`config.mk`:
```
export PLATFORM = sky130hd
export DESIGN_NAME = divider_8_by_4_bit
export DESIGN_NICKNAME = d
export VERILOG_FILES = /design/src/rtl/divider_8_by_4_bit.sv
export SDC_FILE = /design/constraint.sdc
export NUM_CORES = 1
export LEC_CHECK = 0
export CAP_MARGIN = 20
export CORE_MARGIN = 2
export CORE_UTILIZATION = 55
export CTS_CLUSTER_DIAMETER = 100
export CTS_CLUSTER_SIZE = 20
export DETAILED_ROUTE_END_ITERATION = 16
export GPL_TIMING_DRIVEN = 0
export PLACE_DENSITY = 0.93
export SYNTH_ARGS = -nofsm -noshare
export SYNTH_HDL_FRONTEND = slang
export SYNTH_SLANG_ARGS = --single-unit
```
`constraint.sdc`:
```
create_clock -name Clk_In -period 4 [get_ports Clk_In]
set_input_delay 0.6 -clock Clk_In [delete_from_list [all_inputs] [get_ports Clk_In]]
set_output_delay 0.6 -clock Clk_In [all_outputs]
set_load 0.005 [all_outputs]
```
`src/rtl/divider_8_by_4_bit.sv`:
```
// ============================================================================
// Module   : divider_8_by_4_bit
// Brief    : Sequential 8-bit by 4-bit unsigned restoring divider, one
//            quotient bit per clock, with divide-by-zero detection.
// Revision : 1.0 - initial release
// ============================================================================
`default_nettype none

module divider_8_by_4_bit (
    input  logic       Clk_In,
    input  logic       Reset_n_In,
    input  logic       Start_In,
    input  logic [7:0] Data_A_In,
    input  logic [3:0] Data_B_In,
    output logic [7:0] Quotient_Out,
    output logic [3:0] Remainder_Out,
    output logic       Busy_Out,
    output logic       Done_Out,
    output logic       Div_By_Zero_Out
);

    localparam logic [1:0] c_IDLE   = 2'd0;
    localparam logic [1:0] c_DIVIDE = 2'd1;
    localparam logic [1:0] c_DONE   = 2'd2;

    logic [1:0] r_state;
    logic [1:0] w_next_state;

    logic [7:0] r_dividend;
    logic [3:0] r_divisor;
    logic [2:0] r_cnt;
    logic [4:0] r_rem;
    logic [7:0] r_quo;

    logic [7:0] r_quotient_out;
    logic [3:0] r_remainder_out;
    logic       r_dbz_out;

    logic [4:0] w_rem_shift;
    logic       w_rem_ge;
    logic [4:0] w_rem_next;
    logic [7:0] w_quo_next;

    // 5-bit partial remainder: a value below 15 shifted left still fits.
    assign w_rem_shift = {r_rem[3:0], r_dividend[7]};
    assign w_rem_ge    = (w_rem_shift >= {1'b0, r_divisor});
    assign w_rem_next  = w_rem_ge ? (w_rem_shift - {1'b0, r_divisor}) : w_rem_shift;
    assign w_quo_next  = {r_quo[6:0], w_rem_ge};

    always_ff @(posedge Clk_In) begin
        if (!Reset_n_In) begin
            r_state <= c_IDLE;
        end else begin
            r_state <= w_next_state;
        end
    end

    always_comb begin
        w_next_state = r_state;
        case (r_state)
            c_IDLE: begin
                if (Start_In) begin
                    w_next_state = (Data_B_In == 4'd0) ? c_DONE : c_DIVIDE;
                end
            end
            c_DIVIDE: begin
                if (r_cnt == 3'd7) begin
                    w_next_state = c_DONE;
                end
            end
            c_DONE:  w_next_state = c_IDLE;
            default: w_next_state = c_IDLE;
        endcase
    end

    always_comb begin
        Busy_Out = (r_state != c_IDLE);
        Done_Out = (r_state == c_DONE);
    end

    always_ff @(posedge Clk_In) begin
        if (!Reset_n_In) begin
            r_dividend      <= 8'd0;
            r_divisor       <= 4'd0;
            r_cnt           <= 3'd0;
            r_rem           <= 5'd0;
            r_quo           <= 8'd0;
            r_quotient_out  <= 8'd0;
            r_remainder_out <= 4'd0;
            r_dbz_out       <= 1'b0;
        end else begin
            case (r_state)
                c_IDLE: begin
                    if (Start_In) begin
                        r_dividend <= Data_A_In;
                        r_divisor  <= Data_B_In;
                        r_cnt      <= 3'd0;
                        r_rem      <= 5'd0;
                        r_quo      <= 8'd0;
                        if (Data_B_In == 4'd0) begin
                            r_quotient_out  <= 8'hFF;
                            r_remainder_out <= 4'hF;
                            r_dbz_out       <= 1'b1;
                        end
                    end
                end
                c_DIVIDE: begin
                    r_dividend <= {r_dividend[6:0], 1'b0};
                    r_rem      <= w_rem_next;
                    r_quo      <= w_quo_next;
                    r_cnt      <= r_cnt + 3'd1;
                    if (r_cnt == 3'd7) begin
                        r_quotient_out  <= w_quo_next;
                        r_remainder_out <= w_rem_next[3:0];
                        r_dbz_out       <= 1'b0;
                    end
                end
                default: begin
                end
            endcase
        end
    end

    assign Quotient_Out    = r_quotient_out;
    assign Remainder_Out   = r_remainder_out;
    assign Div_By_Zero_Out = r_dbz_out;

endmodule

`default_nettype wire

```
# --- Word level (Yosys, flattened, before mapping) ---
# Index checks and enable logic that the tools add are counted.
totals:
  latchBits: 0
  ff_bits: 41
  elab_cells: 51
  romBits: 0
  input_bits: 15
  memories: 0
  mem_bits_rw: 0
op_classes:
  addsub: 2
  n_mul: 0
  reduce_logical: 8
  eq_ne: 6
  n_div: 0
  n_shift: 0
  mux: 25
  bitwise_logic: 0
  magnitude_cmp: 1
op_table:
  columns: ["operator", "n"]
  rows:
  - ["$mux 8", 4]
  - ["$pmux 8 s2", 2]
  - ["$mux 4", 5]
  - ["$pmux 4 s2", 2]
  - ["$pmux 7 s2", 1]
  - ["$mux 7", 1]
  - ["$mux 2", 3]
  - ["$ne 2x2->1 const B", 3]
  - ["$pmux 3 s2", 1]
  - ["$reduce_and 2->1", 3]
  - ["$ge 5x4->1", 1]
  - ["$logic_not 4->1", 1]
  - ["$pmux 2 s2", 1]
  - ["$reduce_and 4->1", 1]
  - ["$reduce_bool 2->1", 2]
  - ["$sub 4x4->4", 1]
  - ["$add 3x1->3 const B", 1]
  - ["$eq 3x3->1 const B", 1]
  - ["$mux 1", 3]
  - ["$mux 3", 1]
  - ["$eq 2x1->1 const B", 1]
  - ["$eq 2x2->1 const B", 1]
  - ["$logic_not 2->1", 1]
  - ["$pmux 1 s2", 1]

# --- Longest topological paths before layout ---
# Gate-level depths: netlist of the first run.
depth:
  word_depth: 4
  ltp_mapped: 8
  mapped_depth_nobuf: 7

# --- Worst setup path after synthesis of the first run ---
# No wires, ideal clock.
synth_path:
  kind: "in2reg"
  from: "input Data_B_In[0]"
  to: "register r_quotient_out[5] (netlist: Quotient_Out[5])"
  t_arrival_ns: 1.491
  path_stages: 5
  setup_time_ns: 0.116
  path_slack_ns: 2.393
  path_buffers: 1
  cell_sequence: "o41ai_2 > and2_1 > buf_2 > nand2_1 > o211a_1"
synth_via:
  elab_chain_len: 3
synth_lines:
  columns: ["element", "line", "source"]
  rows:
  - ["from (decl)", "14", "input logic [3:0] Data_B_In,"]
  - ["$logic_not 4->1", "100", "if (Data_B_In == 4'd0) begin"]
  - ["$ne 2x2->1 (no line)", null, null]
  - ["$reduce_and 4->1 (no line)", null, null]
  - ["to (signal assigned)", "113", "r_quotient_out <= w_quo_next;"]
  - ["to (decl)", "35", "logic [7:0] r_quotient_out;"]
# Every way passes these cells.
# A chain may end at the register's enable or synchronous reset.

# --- Final worst setup path of the first run ---
layout_path:
  from: "register r_state[0]"
  to: "output Busy_Out"
layout_via:
  elab_chain_len: 1
layout_lines:
  columns: ["element", "line", "source"]
  rows:
  - ["from (decl)", "26", "logic [1:0] r_state;"]
  - ["from (signal assigned)", "52", "r_state <= c_IDLE;"]
  - ["from (signal assigned)", "54", "r_state <= w_next_state;"]
  - ["$reduce_bool 2->1", "77", "Busy_Out = (r_state != c_IDLE);"]
  - ["to (decl)", "17", "output logic Busy_Out,"]
# Every way passes these cells.

==> flow_metrics.env, run 1 <==
export IMPL_synth_edf_count=0
export IMPL_worstSkewPairLatency_ns=0.36
export IMPL_h_tree_depth=2
export IMPL_num_io_pins=30
export IMPL_grt_most_used_layer="met2"
export IMPL_vdd_drop_max_v=0.000226
export IMPL_critical_path_max_fanout=6
export IMPL_clock_sinks=41
export IMPL_final_max_slew_violation_count=0
export IMPL_total_gr_overflow=0
export IMPL_timing_final_setup_violations=0
export IMPL_synth_top_cell_area_share=0.441
export IMPL_drt_first_iter_violations=79
export IMPL_criticalPathCategory="register to output pin"
export IMPL_cts_setup_buffers=0
export IMPL_rsz_0062_raised_after_global_routing="false"
export IMPL_routed_wl_um=3900
export IMPL_synth_seq_area_share=0.441
export IMPL_worst_ep_arrival_time_ns=1.53
export IMPL_final_min_clock_period_ns=2.13
export IMPL_area_growth_syn_to_layout_pct=23.5
export IMPL_die_h_um=62.1
export IMPL_met1_usage=0.273
export IMPL_r2r_end="Remainder_Out[0]$_SDFFE_PN0P_"
export IMPL_clock_root_buffer="clkbuf_4"
export IMPL_fp_dieW_um=62.1
export IMPL_max_freq_ghz=0.469
export IMPL_worstPathRequired_ns=3.40
export IMPL_synthesis_yosys_warnings=0
export IMPL_depth_of_the_worst_hold_timing_path=2
export IMPL_cts_tree="done"
export IMPL_syn_num_nets=237
export IMPL_cts_buffers=5
export IMPL_min_delay_path_class="register to register"
export IMPL_finish_net_count=273
export IMPL_clock_tree_buffer_depth=2
export IMPL_cts_resized_gates=0
export IMPL_cp_endpoint="Busy_Out"
export IMPL_grt_max_degree=14
export IMPL_path_clk_slew_ns=0.13
export IMPL_fillCellCount=260
export IMPL_vias_per_cell=5.52
export IMPL_comb_power_share=0.238
export IMPL_track_usage=0.221
export IMPL_port_buffers=29
export IMPL_hold_slack_ns=0.470
export IMPL_slew_limit_headroom=0.683
export IMPL_cts_hold_repair_buffers=0
export IMPL_final_seq_area_um2=821
export IMPL_avgRoutedWirePerCell_um=13.1
export IMPL_timing_final_ws_setup_ns=1.87
export IMPL_design_die_area_mm2=0.00386
export IMPL_design_core_area_mm2=0.00328
export IMPL_syn_instance_count=215
export IMPL_area_of_the_multi_input_gates_um2=947
export IMPL_rr_startpoint="r_divisor[1]$_SDFFE_PN0P_"
export IMPL_synth_seq_cells=41
export IMPL_fin_tns_setup_ns=0
export IMPL_outcome="completed"
export IMPL_grt_pass1_wl_um=6870
export IMPL_cap_viol_max_count=0
export IMPL_depth_of_the_worst_register_to_register_path=6
export IMPL_synthesis_area_per_instance_um2=8.65
export IMPL_initial_core_utilization=0.566
export IMPL_finalWeightedCongestion=0.873
export IMPL_power_switching_mw=0.282
export IMPL_num_vias=1644
export IMPL_number_of_different_library_cells_in_the_post_synthesis_netlist=31
export IMPL_setup_reg_to_reg_worst_slack_ns=2.25
export IMPL_max_slew_worst_pin_slew_ns=0.476
export IMPL_drtAntennaViolNets=0
export IMPL_antenna_diode_count=0
export IMPL_met3_usage=0.0543
export IMPL_post_route_drc_count=0
export IMPL_detailedPlace_worstSlack_ns=1.76
export IMPL_kind_of_end_point_of_the_critical_path="output pin"
export IMPL_synth_top_cells_by_area="dfxtp_1, nand2_1, o211a_1, nand3_1, a21boi_0"
export IMPL_row_count=21
export IMPL_mappedNetlistArea_mm2=0.00186
export IMPL_met2_usage=0.370
export IMPL_internal_power_mw=0.706
export IMPL_startpoint_kind_of_the_worst_setup_timing_path="register"
export IMPL_grt_antenna_before_repair=0
export IMPL_layout_worst_path_cycle_share=0.533
export IMPL_design_power_total_mw=0.988
export IMPL_p_per_area_mw_per_mm2=430
export IMPL_worstSetupStartpoint="r_state[0]$_SDFFE_PN0P_"
export IMPL_clkPwrFrac=0.291
export IMPL_drtPass1Iterations=4
export IMPL_detailedPlacementHpwl_um=2950
export IMPL_portion_of_total_power_attributed_to_sequential_cells=0.471
export IMPL_dominantRegCellSynth="dfxtp_1"
export IMPL_yosys_area_top_type="dfxtp_1"
export IMPL_power_static_leakage_nw=1.03
export IMPL_fin_skew_ns=0.0132
export IMPL_report_final_hold_viol_count=0
export IMPL_number_of_global_route_vias_before_repair=1576
export IMPL_drive_above_1_share=0.0794
export IMPL_asyncSetResetFlopFracSynth=0
export IMPL_power_switching_share=0.285
-- area by class of cell --
| type | instances | area share |
|---|---|---|
| Timing Repair Buffer | 29 | 0.126 |
| Sequential cell | 41 | 0.357 |
| Tap cell | 46 | 0.0251 |
| Buffer | 14 | 0.0267 |
| Inverter | 8 | 0.0131 |
| Multi-Input combinational cell | 152 | 0.413 |
| Clock inverter | 2 | 0.0163 |
| Clock buffer | 6 | 0.0223 |
-- layer usage --
| metal | routed length (um) | vias to the layer above |
|---|---|---|
| met1 | 1780 | 772 |
| li1 | - | 816 |
| met2 | 1840 | 47 |
| met5 | 0 | - |
| met3 | 200 | 9 |
| met4 | 78 | 0 |
-- critical path: stages, from the launching register on --
cell	delay (ns)
dfxtp_1	0.48
nor2_1	0.11
inv_1	0.08
clkdlybuf4s50_1	0.50
-- placed cells by master, fill, tap and decap left out, types with 2 or more instances in the layout --
cell type,n
nand3_1,19
clkbuf_1,9
clkbuf_4,5
nor2b_1,2
o22ai_1,2
buf_2,4
a31oi_1,5
clkdlybuf4s50_1,29
mux2i_1,4
and2_1,4
ha_1,6
nor2_1,15
a21boi_0,12
inv_1,8
o211a_1,13
o21ai_0,12
dfxtp_1,41
nand2_1,44
-- power by group through the flow --
stage	clock, mW	combinational, mW	sequential [mW]
after global placement	0	0.229	0.472
final	0.288	0.235	0.465
after floorplan	0	0.154	0.471
after global routing	0.311	0.259	0.469
after CTS	0.289	0.235	0.465
after detailed placement	0	0.234	0.474
-- worst min path at each step --
stage	endpoint	slack, ns	from
3_3_place_gp	Div_By_Zero_Out$_SDFFE_PN0P_	0.45	Div_By_Zero_Out$_SDFFE_PN0P_
6_report	r_divisor[3]$_SDFFE_PN0P_	0.47	r_divisor[3]$_SDFFE_PN0P_
5_1_grt	r_divisor[2]$_SDFFE_PN0P_	0.51	r_divisor[2]$_SDFFE_PN0P_
4_1_cts	r_divisor[3]$_SDFFE_PN0P_	0.47	r_divisor[3]$_SDFFE_PN0P_
3_5_place_dp	Div_By_Zero_Out$_SDFFE_PN0P_	0.46	Div_By_Zero_Out$_SDFFE_PN0P_
2_1_floorplan	r_divisor[1]$_SDFFE_PN0P_	0.44	r_divisor[1]$_SDFFE_PN0P_
-- synthesized netlist by cell type, types with 2 or more instances --
| cell type | n |
|---|---|
| nor2b_1 | 2 |
| o21ai_0 | 12 |
| dfxtp_1 | 41 |
| a21boi_0 | 12 |
| mux2i_1 | 4 |
| ha_1 | 6 |
| and2_1 | 4 |
| inv_1 | 8 |
| buf_2 | 4 |
| nand2_1 | 44 |
| o211a_1 | 13 |
| clkbuf_1 | 9 |
| nor2_1 | 15 |
| o22ai_1 | 2 |
| a31oi_1 | 5 |
| nand3_1 | 19 |
-- cell families after synthesis --
kind of cell	after synthesis	share of synthesized area
buffers and inverters	22	0.0491
AOI/OAI and AO/OA	51	0.212
muxes	5	0.0296
and+or+nand+nor	88	0.212
adders and majority gates	7	0.0511
DFF	41	0.441
xor gates and xnor gates	1	0.00471
-- per-stage QoR --
stage | cells | cell area [um2] | util
floorplan | 215 | 1860 | -
global placement | 290 | 2210 | 0.672
detailed placement | 290 | 2210 | 0.672
CTS | 298 | 2300 | 0.699
global route | 298 | 2300 | 0.699
finish | 298 | 2300 | 0.699
-- state kept, by name, indices dropped and copies added (netlist names) --
register,count
Quotient_Out,8
r_dividend,8
r_quo,7
Remainder_Out,4
r_divisor,4
r_rem,4
r_cnt,3
r_state,2
Div_By_Zero_Out,1
Note: power is estimated with default switching activity, not from simulation.
==> run 2: changes to the inputs <==
CORE_UTILIZATION = 52   (was 55)
PLACE_DENSITY = 0.89   (was 0.93)
clock period = 2 ns   (was 4 ns; I/O delays follow)
==> run 2 against run 1 <==
  * Flip-flop and latch count did not move
  * Total power rose by 83%
  * Sequential share of layout area grew 0.53 points
  * Largest power group unchanged
  * First-iteration DRC count is 19% higher
  * Worst hold slack lost 0.0044 ns
==> flow_metrics.env, run 2 (synthesized netlist as in run 1, its figures left out) <==
export IMPL_cts_hold_repair_buffers=0
export IMPL_comb_power_share=0.261
export IMPL_critical_path_max_fanout=6
export IMPL_slew_limit_headroom=0.688
export IMPL_depth_of_the_worst_hold_timing_path=2
export IMPL_hold_path_end="r_quo[6]$_SDFFE_PN0P_"
export IMPL_timing_final_ws_setup_ns=0.193
export IMPL_power_static_leakage_nw=1.02
export IMPL_worstSkewPairLatency_ns=0.36
export IMPL_p_per_area_mw_per_mm2=800
export IMPL_holdCritStartpoint="r_quo[5]$_SDFFE_PN0P_"
export IMPL_design_die_area_mm2=0.00407
export IMPL_clkPwrFrac=0.226
export IMPL_num_vias=1628
export IMPL_depth_of_the_worst_register_to_register_path=6
export IMPL_finalWeightedCongestion=0.817
export IMPL_min_delay_path_class="register to register"
export IMPL_drive_above_1_share=0.0794
export IMPL_final_max_slew_violation_count=0
export IMPL_drtAntennaViolNets=0
export IMPL_vdd_drop_max_v=0.000544
export IMPL_worstPathRequired_ns=1.70
export IMPL_commonest_non_fill_non_tap_cells_in_the_layout="nand2_1, dfxtp_1, clkdlybuf4s50_1"
export IMPL_internal_power_mw=1.25
export IMPL_startpoint_kind_of_the_worst_setup_timing_path="register"
export IMPL_grt_antenna_before_repair=0
export IMPL_max_freq_ghz=0.553
export IMPL_routed_wl_um=3880
export IMPL_design_core_area_mm2=0.00339
export IMPL_most_common_library_cell_in_the_layout_ignoring_fill_and_taps="nand2_1"
export IMPL_num_io_pins=30
export IMPL_clock_sinks=41
export IMPL_detailedPlacementHpwl_um=2880
export IMPL_drt_first_iter_violations=94
export IMPL_area_growth_syn_to_layout_pct=21.7
export IMPL_vias_per_cell=5.46
export IMPL_final_util=0.667
export IMPL_fp_dieW_um=63.8
export IMPL_grt_pass1_wl_um=6780
export IMPL_setup_reg_to_reg_worst_slack_ns=0.26
export IMPL_portion_of_total_power_attributed_to_sequential_cells=0.513
export IMPL_cts_buffers=5
export IMPL_rr_startpoint="r_divisor[1]$_SDFFE_PN0P_"
export IMPL_row_count=21
export IMPL_antenna_diode_count=0
export IMPL_clock_root_buffer="clkbuf_4"
export IMPL_number_of_global_route_vias_before_repair=1524
export IMPL_outcome="completed"
export IMPL_clock_tree_buffer_depth=2
export IMPL_h_tree_depth=2
export IMPL_cts_resized_gates=0
export IMPL_criticalPathCategory="register to output pin"
export IMPL_layout_worst_path_cycle_share=0.904
export IMPL_cts_tree="done"
export IMPL_r2r_end="Remainder_Out[0]$_SDFFE_PN0P_"
export IMPL_final_min_clock_period_ns=1.81
export IMPL_fin_skew_ns=0.0205
export IMPL_die_h_um=63.8
export IMPL_total_gr_overflow=0
export IMPL_power_switching_share=0.310
export IMPL_timing_final_setup_violations=0
export IMPL_kind_of_end_point_of_the_critical_path="output pin"
export IMPL_drtPass1Iterations=6
export IMPL_avgRoutedWirePerCell_um=13.0
export IMPL_post_route_drc_count=0
export IMPL_power_switching_mw=0.562
export IMPL_design_power_total_mw=1.81
export IMPL_finish_net_count=273
export IMPL_path_clk_slew_ns=0.13
export IMPL_grt_max_degree=14
export IMPL_report_final_hold_viol_count=0
export IMPL_detailedPlace_worstSlack_ns=0.0304
export IMPL_cap_viol_max_count=0
export IMPL_fin_tns_setup_ns=0
export IMPL_worst_ep_arrival_time_ns=1.51
export IMPL_port_buffers=29
export IMPL_cts_setup_buffers=0
export IMPL_max_slew_worst_pin_slew_ns=0.469
export IMPL_rsz_0062_raised_after_global_routing="false"
export IMPL_track_usage=0.211
export IMPL_initial_core_utilization=0.549
run 2: critical path, cell delays in order, from the launching register on:
cell	delay, ns
dfxtp_1	0.46
nor2_1	0.12
inv_1	0.07
clkdlybuf4s50_1	0.50
run 2: worst max path at each step:
stage                                    startpoint                             to  slack (ns)  depth (start not counted)
after floorplan           r_divisor[1]$_SDFFE_PN0P_  Remainder_Out[0]$_SDFFE_PN0P_        0.40                          6
after global placement                 Data_B_In[0]   Quotient_Out[6]$_SDFFE_PN0P_        0.04                          6
after detailed placement               Data_B_In[0]   Quotient_Out[6]$_SDFFE_PN0P_        0.03                          6
after CTS                   r_state[0]$_SDFFE_PN0P_                       Busy_Out        0.19                          3
after global routing        r_state[0]$_SDFFE_PN0P_                       Busy_Out        0.10                          3
final                       r_state[0]$_SDFFE_PN0P_                       Busy_Out        0.19                          3
run 2: metal layers:
| metal | vias up | GRT usage | routed length [um] |
|---|---|---|---|
| li1 | 808 | - | - |
| met1 | 766 | 0.285 | 1840 |
| met5 | - | 0 | 0 |
| met3 | 9 | 0.0440 | 191 |
| met2 | 45 | 0.333 | 1780 |
| met4 | 0 | 0.0788 | 71 |
run 2: power groups by stage:
stage,logic (mW),clock network [mW],registers [mW]
final,0.472,0.409,0.929
after floorplan,0.308,0,0.941
after global routing,0.521,0.455,0.938
after CTS,0.473,0.412,0.928
after detailed placement,0.472,0,0.946
after global placement,0.461,0,0.945
run 2: layout make-up:
class | instances | area, um2
buffer | 14 | 61.3
clock buffer | 5 | 37.5
clock inverter | 3 | 17.5
fill | 281 | 1130
inverter | 8 | 30.0
multi-input combinational | 152 | 947
sequential | 41 | 821
tap | 46 | 57.6
timing repair buffer | 29 | 290
run 2: through the flow:
| step | cells | hold WS, ns | cell area, um2 |
|---|---|---|---|
| detailed placement | 290 | 0.459 | 2210 |
| global route | 298 | 0.505 | 2260 |
| finish | 298 | 0.466 | 2260 |
| floorplan | 215 | 0.443 | 1860 |
| global placement | 290 | 0.452 | 2210 |
| CTS | 298 | 0.477 | 2260 |
==> run 3: changes to the inputs <==
SLEW_MARGIN = 20   (was default)
==> results of run 3 <==
Same layout as run 2: the final DEF is identical, and so are final timing and power.
